<file path="src/rtl/exe_stage_multicycle.sv">
// Execute stage: single-cycle ALU, branch resolution, and an iterative MUL/DIV unit that stalls upstream.
// Define EXE_DIV_EN to build the restoring divider; without it opcode 1101 behaves as an unknown op.
module exe_stage_multicycle #(
  parameter int WIDTH    = 32,
  parameter int BR_SHIFT = 2
) (
  input  logic             clk,
  input  logic             rst,
  input  logic             flush,
  input  logic [3:0]       EXE_CMD,
  input  logic [WIDTH-1:0] Val1,
  input  logic [WIDTH-1:0] Val2,
  input  logic [WIDTH-1:0] Reg2,
  input  logic [WIDTH-1:0] PC_in,
  input  logic [1:0]       Br_type,
  output logic [WIDTH-1:0] ALU_result,
  output logic [WIDTH-1:0] Br_addr,
  output logic             Br_taken,
  output logic             stall,
  output logic             md_done
);

  localparam int CW = (WIDTH > 1) ? $clog2(WIDTH) : 1;
  localparam logic [CW-1:0] LAST_ITER = CW'(WIDTH - 1);

  localparam logic [3:0] OP_ADD = 4'b0000;
  localparam logic [3:0] OP_SUB = 4'b0010;
  localparam logic [3:0] OP_AND = 4'b0100;
  localparam logic [3:0] OP_OR  = 4'b0101;
  localparam logic [3:0] OP_NOR = 4'b0110;
  localparam logic [3:0] OP_XOR = 4'b0111;
  localparam logic [3:0] OP_SLL = 4'b1000;
  localparam logic [3:0] OP_SRA = 4'b1001;
  localparam logic [3:0] OP_SRL = 4'b1010;
  localparam logic [3:0] OP_MUL = 4'b1100;
`ifdef EXE_DIV_EN
  localparam logic [3:0] OP_DIV = 4'b1101;
`endif

  typedef enum logic [1:0] {IDLE, BUSY, DONE} state_t;

  state_t           state, state_nxt;
  logic [CW-1:0]    cnt;
  logic [WIDTH-1:0] acc, op_a, op_b;
  logic [WIDTH-1:0] acc_nxt, a_nxt, b_nxt;
  logic [WIDTH-1:0] alu_out, md_result;
  logic [4:0]       shamt;
  logic             is_md, start;
`ifdef EXE_DIV_EN
  logic [WIDTH-1:0] rem, rem_nxt;
  logic             md_is_div;
`endif

  assign shamt = Val2[4:0];
`ifdef EXE_DIV_EN
  assign is_md = (EXE_CMD == OP_MUL) || (EXE_CMD == OP_DIV);
  assign md_result = md_is_div ? op_a : acc;
`else
  assign is_md = (EXE_CMD == OP_MUL);
  assign md_result = acc;
`endif
  assign start = is_md && !flush;

  always_comb begin
    alu_out = '0;
    case (EXE_CMD)
      OP_ADD:  alu_out = Val1 + Val2;
      OP_SUB:  alu_out = Val1 - Val2;
      OP_AND:  alu_out = Val1 & Val2;
      OP_OR:   alu_out = Val1 | Val2;
      OP_NOR:  alu_out = ~(Val1 | Val2);
      OP_XOR:  alu_out = Val1 ^ Val2;
      OP_SLL:  alu_out = Val1 << shamt;
      OP_SRA:  alu_out = $unsigned($signed(Val1) >>> shamt);
      OP_SRL:  alu_out = Val1 >> shamt;
      default: alu_out = '0;
    endcase
  end

  assign Br_addr = PC_in + (Val2 << BR_SHIFT);

  always_comb begin
    Br_taken = 1'b0;
    case (Br_type)
      2'b01:   Br_taken = (Val1 == '0);
      2'b10:   Br_taken = (Val1 != Reg2);
      2'b11:   Br_taken = 1'b1;
      default: Br_taken = 1'b0;
    endcase
    if (flush) Br_taken = 1'b0;
  end

  // One MUL/DIV iteration. MUL consumes the multiplier LSB-first while the multiplicand
  // shifts left; DIV shifts the dividend MSB into the remainder and the quotient bit in.
  always_comb begin
    acc_nxt = acc + (op_b[0] ? op_a : '0);
    a_nxt   = op_a << 1;
    b_nxt   = op_b >> 1;
`ifdef EXE_DIV_EN
    rem_nxt = {rem[WIDTH-2:0], op_a[WIDTH-1]};
    if (md_is_div) begin
      acc_nxt = acc;
      b_nxt   = op_b;
      if ({rem, op_a[WIDTH-1]} >= {1'b0, op_b}) begin
        rem_nxt = WIDTH'({rem, op_a[WIDTH-1]} - {1'b0, op_b});
        a_nxt   = {op_a[WIDTH-2:0], 1'b1};
      end else begin
        a_nxt   = {op_a[WIDTH-2:0], 1'b0};
      end
    end
`endif
  end

  always_ff @(posedge clk or posedge rst) begin
    if (rst) state <= IDLE;
    else     state <= state_nxt;
  end

  always_comb begin
    state_nxt = state;
    if (flush) begin
      state_nxt = IDLE;
    end else begin
      case (state)
        IDLE:    if (is_md) state_nxt = BUSY;
        BUSY:    if (cnt == LAST_ITER) state_nxt = DONE;
        DONE:    state_nxt = IDLE;
        default: state_nxt = IDLE;
      endcase
    end
  end

  // Operands are captured on entry to BUSY so upstream changes while busy have no effect.
  always_ff @(posedge clk or posedge rst) begin
    if (rst) begin
      cnt  <= '0;
      acc  <= '0;
      op_a <= '0;
      op_b <= '0;
`ifdef EXE_DIV_EN
      rem       <= '0;
      md_is_div <= 1'b0;
`endif
    end else if (state == IDLE && start) begin
      cnt  <= '0;
      acc  <= '0;
      op_a <= Val1;
      op_b <= Val2;
`ifdef EXE_DIV_EN
      rem       <= '0;
      md_is_div <= (EXE_CMD == OP_DIV);
`endif
    end else if (state == BUSY) begin
      cnt  <= cnt + 1'b1;
      acc  <= acc_nxt;
      op_a <= a_nxt;
      op_b <= b_nxt;
`ifdef EXE_DIV_EN
      rem  <= rem_nxt;
`endif
    end
  end

  // Reset overrides everything so a MUL still sitting on the inputs cannot re-assert stall.
  always_comb begin
    stall      = 1'b0;
    md_done    = 1'b0;
    ALU_result = alu_out;
    case (state)
      IDLE:    stall = start;
      BUSY:    stall = !flush;
      DONE: begin
        md_done    = !flush;
        ALU_result = md_result;
      end
      default: stall = 1'b0;
    endcase
    if (rst) begin
      stall   = 1'b0;
      md_done = 1'b0;
    end
  end

endmodule

</file>
<file path="config.mk">
export PLATFORM = sky130hd
export DESIGN_NAME = exe_stage_multicycle
export DESIGN_NICKNAME = d
export VERILOG_FILES = /design/src/rtl/exe_stage_multicycle.sv
export SDC_FILE = /design/constraint.sdc
export NUM_CORES = 1
export LEC_CHECK = 0
export BUFFER_PORTS_ARGS = -buffer_cell sky130_fd_sc_hd__buf_4
export CAP_MARGIN = 5
export CORE_MARGIN = 1
export CORE_UTILIZATION = 44
export CTS_CLUSTER_DIAMETER = 50
export DETAILED_ROUTE_END_ITERATION = 6
export GPL_TIMING_DRIVEN = 0
export PLACE_DENSITY = 0.68
export REMOVE_ABC_BUFFERS = 1
export SLEW_MARGIN = 20
export SYNTH_ARGS = -nofsm -noshare
export SYNTH_HDL_FRONTEND = slang
export SYNTH_SLANG_ARGS = --single-unit
</file>
<file path="constraint.sdc">
create_clock -name clk -period 4.5 [get_ports clk]
set_input_delay 0.225 -clock clk [delete_from_list [all_inputs] [get_ports clk]]
set_output_delay 0.225 -clock clk [all_outputs]
set_load 0.03 [all_outputs]
</file>
==> results of run 1 <==
[cell usage in the layout, fill, tap and decap left out, drive strengths merged, types with 78 or more instances in the layout]
master,n
a21oi,142
dfrtp,103
mux2i,78
inv,94
xnor2,89
nor2,177
o21ai,202
buf,239
ha,159
nand2,279
[sequential cells by signal, indices dropped and copies added, names as in the netlist]
| register | flops |
|---|---|
| acc | 32 |
| cnt | 5 |
| op_a | 32 |
| op_b | 32 |
| state | 2 |
[where the power goes]
part	switching (uW)	leakage, uW	total (uW)	internal [uW]
clock	403	0.000142	850	447
sequential	316	0.00132	1600	1280
combinational	1790	0.00714	3040	1250
total	2510	0.00860	5490	2980
[layout make-up]
class / instances / area (um2) / area share (%)
multi-input combinational: 1771 / 12990 / 68.75
clock inverter: 4 / 55.05 / 0.2914
inverter: 96 / 380.4 / 2.013
clock buffer: 11 / 242.7 / 1.285
tap: 468 / 585.6 / 3.099
sequential: 103 / 2577 / 13.64
timing repair buffer: 242 / 2064 / 10.93
[routing by layer]
layer	track usage, %	vias up	wire length, um
met5	0	-	0
met4	13.88	0	2864
met3	4.870	138	5968
met2	56.03	873	30420
met1	45.00	8264	26710
li1	-	7951	-
[kinds of logic (layout without fill, tap and decap cells)]
group | Yosys count | count (layout)
adder cells (fa/ha/maj) | 162 | 162
XOR/XNOR | 145 | 145
buffers and inverters | 251 | 353
multiplexers | 150 | 150
AO/OA/AOI/OAI | 642 | 642
flip-flops | 103 | 103
AND/OR/NAND/NOR | 672 | 672
[critical path, stage by stage]
cell and delay, ns:
buf_16 0.20, nor3_1 0.80, a21oi_1 0.20, xnor2_1 0.18
ha_1 0.23, or3_1 0.39, o211ai_1 0.28, nand3b_1 0.21
a21boi_0 0.33, o21ai_0 0.17, xnor2_1 0.19, o21ai_0 0.47
buf_4 0.26
[through the flow]
step	setup WS, ns	total power, uW	cells	TNS [ns]
detailed placement	-1.269	4561	2663	-23.51
global placement	-23.22	4473	2637	-1762.18
global route	-0.01713	5872	2695	-0.02454
floorplan	-8.161	3517	1970	-614.66
finish	0.07597	5491	2695	0
CTS	-0.04892	5449	2689	-0.04892
[repair_timing]
| item | in CTS | in global routing |
|---|---|---|
| resized for setup | 27 | 30 |
| setup endpoints to repair | 31 | 16 |
| cloned | 0 | 1 |
| hold buffers | 1 | 0 |
| pin swaps | 6 | 12 |
| hold endpoints to repair | 28 | 0 |
| setup buffers | 10 | 5 |
[worst max-delay path by stage]
stage	startpoint	to	slack (ns)	cells after the start
6_report	Val2[1]	ALU_result[16]	0.08	13
5_1_grt	Val2[1]	ALU_result[24]	-0.02	19
4_1_cts	Val2[2]	ALU_result[30]	-0.05	17
3_5_place_dp	Val2[1]	ALU_result[30]	-1.27	19
3_3_place_gp	EXE_CMD[1]	acc[31]	-23.22	7
2_1_floorplan	state[1]	acc[31]	-8.16	4
==> results.md, run 1 <==
- Register area share after synthesis: 15.69%
- Tmin final: 4.424 ns
- Clock Sinks: roughly 100
- Critical path class: primary input to output pin
- Placed inst area: 18230 um2
- Required @ worst endpoint: 4.28 ns
- DR iter-0 viols: 1568
- Yosys cell types: 95
- Most common cell in the netlist: nand2_1
- Average cell area after synthesis: 7.733 um2
- First-pass GRT wire length: 99170 um
- Xor/xnor share of the synthesized area: 7.774%
- Area leader, netlist: dfrtp_1
- Clk_lat worst skew: slightly below 0.4 ns
- Number of nets in the layout: 2522
- Num ports: 204
- Hold Crit Class: primary input to register
- Setup violators final: 0
- Post-synth EDFFs: 0
- Reg clk slew, reported paths: 0.08 ns
- Worst setup EP type: output pin
- Antenna violations before repair: 0
- Critical Path Fanout Max: 72
- Share of cells above drive strength 1: 17.06%
- Row cnt: 70
- Chip height: a little under 200 um
- Post-Synthesis Cell Area: around 16000 um2
- Reg2Reg Depth: 13
- Number of global-route vias before repair: 16490
- Diode count: 0
- MaxCap Viol Count: 0
- Max-slew violations: 0
- CP startpoint kind: primary input
- Drt drc: 0
- GRT Residual Overflow: 0
- Final hold vios: 0
- Design Area, Final: 18900 um2
- Die area: 38120 um2
- Filler cells: 3437
- CTS root buffer: clkbuf_16
- Post-Synth Adder-Cell Area: about an eighth
- Initial core utilization: 44.78%
- Worst R2R Start: op_b[0]
- GRT Util Overall: between 30% and 40%
- DIE WIDTH: ~200 um
- Max Freq: around 230 MHz
- Synth warn: 0
- Synth area leaders: dfrtp_1 16%, ha_1 12%, mux4_2 8.2%
- Headroom to the max-slew limit: roughly 28%
- R2r endpoint: acc[26]
- Power per cell area: 290.6 nW/um2
- Simple-gate share of the synthesized area: a little under a fifth
- Hold WS: around 0.11 ns
- Vias: 17230
- HPWL after DPL: 49360 um
- Worst Hold End: op_b[26]
- Largest family of logic cells by synthesized area: compound AO/OA/AOI/OAI gates
- Ys async rst share: 100.0%
- H-tree Lvls: 3
- Leakage: roughly 0.0086 uW
- Compound-Gate Fraction of Synth Area: 25.01%
- First-pass DRT Iterations: 6
- HP Start: Val2[26]
- CTS buffer count: 9
- P&R area growth vs syn: 14.99%
- Routed wire length: between 60000 and 70000 um
- Drt via density: 6.392
- Main flop type after synthesis: dfrtp_1
- Clock buffer depth: 2
- Outcome: completed
- Mux cell area share after synthesis: 14.00%
- Measured slew at the worst slew-check pin: approximately 1.1 ns
- Hold path depth: 3
- CP Data Arrival Time: 4.20 ns
- Final worst path period share: 98.31%
- End-of-flow core utilization: 51.49%
- Peak VDD IR: 181.5 uV
- Post-synth top area share: between 15 and 20%
- Gate Count Post-Synth: 2125
- TritonCTS clock tree: built
- WL/cell: between 20 and 25 um
- I/O Buffers: 199
- Largest net degree at the start of global routing: between 100 and 150
- R2r setup slk: 0.57 ns
- Number of synthesized register bits: around 100
- Routability Congestion: around 1
- Antenna Nets Post-Route: 0
- Setup Skew: 0.01289 ns
- Core area: around 37000 um2
- Commonest cells in the synthesized netlist: 279 x nand2_1, 183 x o21ai_0, 176 x nor2_1
(Power assumes the default switching activity.)
==> inputs of run 2 (changes only) <==
--- a/config.mk
+++ b/config.mk
@@ -12,6 +12,7 @@
 export CTS_CLUSTER_DIAMETER = 50
 export DETAILED_ROUTE_END_ITERATION = 6
 export GPL_TIMING_DRIVEN = 0
+export MAX_ROUTING_LAYER = met4
 export PLACE_DENSITY = 0.68
 export REMOVE_ABC_BUFFERS = 1
 export SLEW_MARGIN = 20
==> run 2 against run 1 <==
Against the previous run:
- register-to-register slack worse by 0.10 ns
- flip-flop and latch count is the same
- core utilization increased by 0.12 points
- count of clock-buffer cells in the layout did not move
- non-clock buffer count increased by 4
- combinational power about the same
- sequential share of layout area hardly changed
- first-iteration DRC count shrank 0.51%
- final area grew 0.24%
- final cell count rose by 0.22%
- critical endpoint is now ALU_result[30]
- highest routed layer unchanged
==> results.md, run 2 (synthesis gave the netlist of run 1 again) <==
- Vias: 17450 (was 17230)
- Combinational share of power: 54.9% (was 55.4%)
- Max-slew violations: 0 (unchanged)
- Clock power share: 16.3% (was 15.5%)
- Leakage: 0.008625 uW (was 0.008602 uW)
- Core area: 36700 um2 (unchanged)
- Most frequent cells in the layout: 277 x nand2_1, 216 x buf_4, 179 x o21ai_0 (was 277 x nand2_1, 208 x buf_4, 180 x o21ai_0)
- Most used cell, CP: buf_4
- Cell internal pwr: 3001 uW (was 2978 uW)
- Row cnt: 70 (unchanged)
- P&R area growth vs syn: 15.27% (was 14.99%)
- Final worst path period share: 96.64% (was 98.31%)
- Total power: 5572 uW (was 5491 uW)
- CP bufs+invs: 4 (was 2)
- Register share of total power: 28.8% (was 29.1%)
- GRT Residual Overflow: 0 (unchanged)
- CP Data Arrival Time: 4.12 ns (was 4.20 ns)
- CTS buffer count: 9 (unchanged)
- First-pass GRT wire length: 100300 um (was 99170 um)
- Number of nets in the layout: 2526 (was 2522)
- Share of cells above drive strength 1: 17.47% (was 17.06%)
- Switching Share: 46.14% (was 45.77%)
- Net switching power: 2571 uW (was 2513 uW)
- Required @ worst endpoint: 4.28 ns (about the same)
- Clock buffer depth: 2 (unchanged)
- H-tree Lvls: 3 (unchanged)
- MaxCap Viol Count: 0 (unchanged)
- Number of global-route vias before repair: 16860 (was 16490)
- Outcome: completed (unchanged)
- Crit-path cells: buf_12 -> or3_4 -> nor4_4 -> buf_4 -> nand2_2 -> o21ai_2 -> xnor2_1 -> ha_1 -> a21o_1 -> a21o_1 -> a21oi_4 -> nand4_1 -> buf_4 -> a31oi_4 -> o31a_1 -> o21ai_1 -> or4b_1 -> nand3_1 -> buf_4 (was buf_16 -> nor3_1 -> a21oi_1 -> xnor2_1 -> ha_1 -> or3_1 -> o211ai_1 -> nand3b_1 -> a21boi_0 -> o21ai_0 -> xnor2_1 -> o21ai_0 -> buf_4)
- Antenna violations before repair: 1 (was 0)
- TritonCTS clock tree: built (unchanged)
- Critical Path Fanout Max: 72 (unchanged)
- Clk_lat worst skew: 0.40 ns (was 0.39 ns)
- Reg clk slew, reported paths: 0.08 ns (about the same)
- CP startpoint kind: primary input (unchanged)
- Most common cell after layout, fill and taps aside: nand2_1 (unchanged)
- Setup violators final: 0 (unchanged)
- Final hold vios: 0 (unchanged)
- Clock Sinks: 103 (unchanged)
- Hold Crit Class: primary input to register (unchanged)
- Power per cell area: 294.2 nW/um2 (was 290.6 nW/um2)
- Filler cells: 3486 (was 3437)
- Max Freq: 230.0 MHz (was 226.0 MHz)
- Headroom to the max-slew limit: 34.36% (was 27.77%)
- CTS root buffer: clkbuf_16 (unchanged)
- Largest net degree at the start of global routing: 106 (unchanged)
- Critical path class: primary input to output pin (unchanged)
- Routability Congestion: 1.017 (was 0.9819)
- Initial core utilization: 44.78% (unchanged)
- Register Area: 2577 um2 (unchanged)
- Crit-path max cell delay: 0.47 ns (was 0.80 ns)
- Die area: 38120 um2 (unchanged)
- Routed wire length: 66440 um (was 65960 um)
- HPWL after DPL: 48650 um (was 49360 um)
- Tmin final: 4.349 ns (was 4.424 ns)
- Measured slew at the worst slew-check pin: 0.9809 ns (was 1.079 ns)
- Peak VDD IR: 172.6 uV (was 181.5 uV)
- Drt via density: 6.461 (was 6.392)
- CP top delay family: simple AND/OR/NAND/NOR gates (was compound AO/OA/AOI/OAI gates)
- Num ports: 204 (unchanged)
- RSZ-0062 raised after global routing: yes
- DR iter-0 viols: 1560 (was 1568)
- Chip height: 195.3 um (unchanged)
- GRT Util Overall: 35.45% (was 34.14%)
- I/O Buffers: 199 (unchanged)
- Hold WS: 0.08949 ns (was 0.1072 ns)
- Largest regs: acc x32, op_a x32, op_b x32 (unchanged)
- Drt drc: 0 (unchanged)
- First-pass DRT Iterations: 7 (was 6)
- WL/cell: 24.60 um (was 24.47 um)
- Antenna Nets Post-Route: 0 (unchanged)
- Worst setup EP type: output pin (unchanged)
- Setup Skew: 0.02557 ns (was 0.01289 ns)
- CP max-delay cell: or4b_1 (was nor3_1)
- Multi-input gate area: 13010 um2 (was 12990 um2)
- DIE WIDTH: 195.3 um (unchanged)
## run 2: path summary, 6_finish.rpt
check                           startpoint              to  slack, ns  depth (start not counted)
max in group asynchronous              rst         op_b[1]       3.42                          4
worst min-delay path              Val2[31]        op_b[31]       0.09                          3
worst max-delay path               Val2[1]  ALU_result[30]       0.15                         19
min in group asynchronous              rst          acc[2]       0.36                          3
worst max register to register     op_b[0]         acc[24]       0.47                         13
worst min register to register     op_b[2]         op_b[2]       0.48                          2
## run 2: worst min-delay path: stages
cell and delay [ns]:
buf_4 0.11, nand2_1 0.04, o21ai_0 0.06
## run 2: area by class of cell
type | instances | share of cell area, %
multi-input combinational | 1771 | 68.71
sequential | 103 | 13.61
timing repair buffer | 246 | 10.93
tap | 468 | 3.092
inverter | 96 | 1.995
clock buffer | 11 | 1.334
clock inverter | 5 | 0.3237
antenna | 1 | 0.01321
## run 2: metrics by stage
| stage | cell area (um2) | setup slack, ns | instances | util (%) | TNS, ns |
|---|---|---|---|---|---|
| 6_report | 18940 | 0.1514 | 2701 | 51.61 | 0 |
| 2_1_floorplan | 15760 | -8.161 | 1970 | - | -614.66 |
| 5_1_grt | 18940 | -0.007847 | 2701 | 51.61 | -0.007847 |
| 4_1_cts | 18710 | -0.1115 | 2688 | 51.00 | -0.2175 |
| 3_5_place_dp | 18230 | -1.096 | 2663 | 49.68 | -22.69 |
| 3_3_place_gp | 17840 | -22.71 | 2637 | 48.60 | -1717.89 |
## run 2: timing repair
action / CTS / global route
buffers inserted: 8 / 11
gates resized for setup: 25 / 32
hold buffers: 1 / 0
endpoints found under the setup margin: 30 / 20
pin swaps: 5 / 9
hold endpoints to repair: 29 / 0
cloned: 0 / 1
## run 2: routing by layer
metal	global-route usage, %	part of all wire, %	up-vias
met5	-	0	-
met4	15.05	4.7	0
met3	5.907	8.7	212
met2	57.24	46	936
met1	43.73	40	8326
li1	-	-	7978
## run 2: power groups by stage
stage,clock (uW),combinational [uW],sequential [uW]
finish,908,3060,1610
floorplan,0,2020,1500
global route,945,3340,1650
global placement,0,2870,1600
detailed placement,0,2950,1610
CTS,906,2990,1600
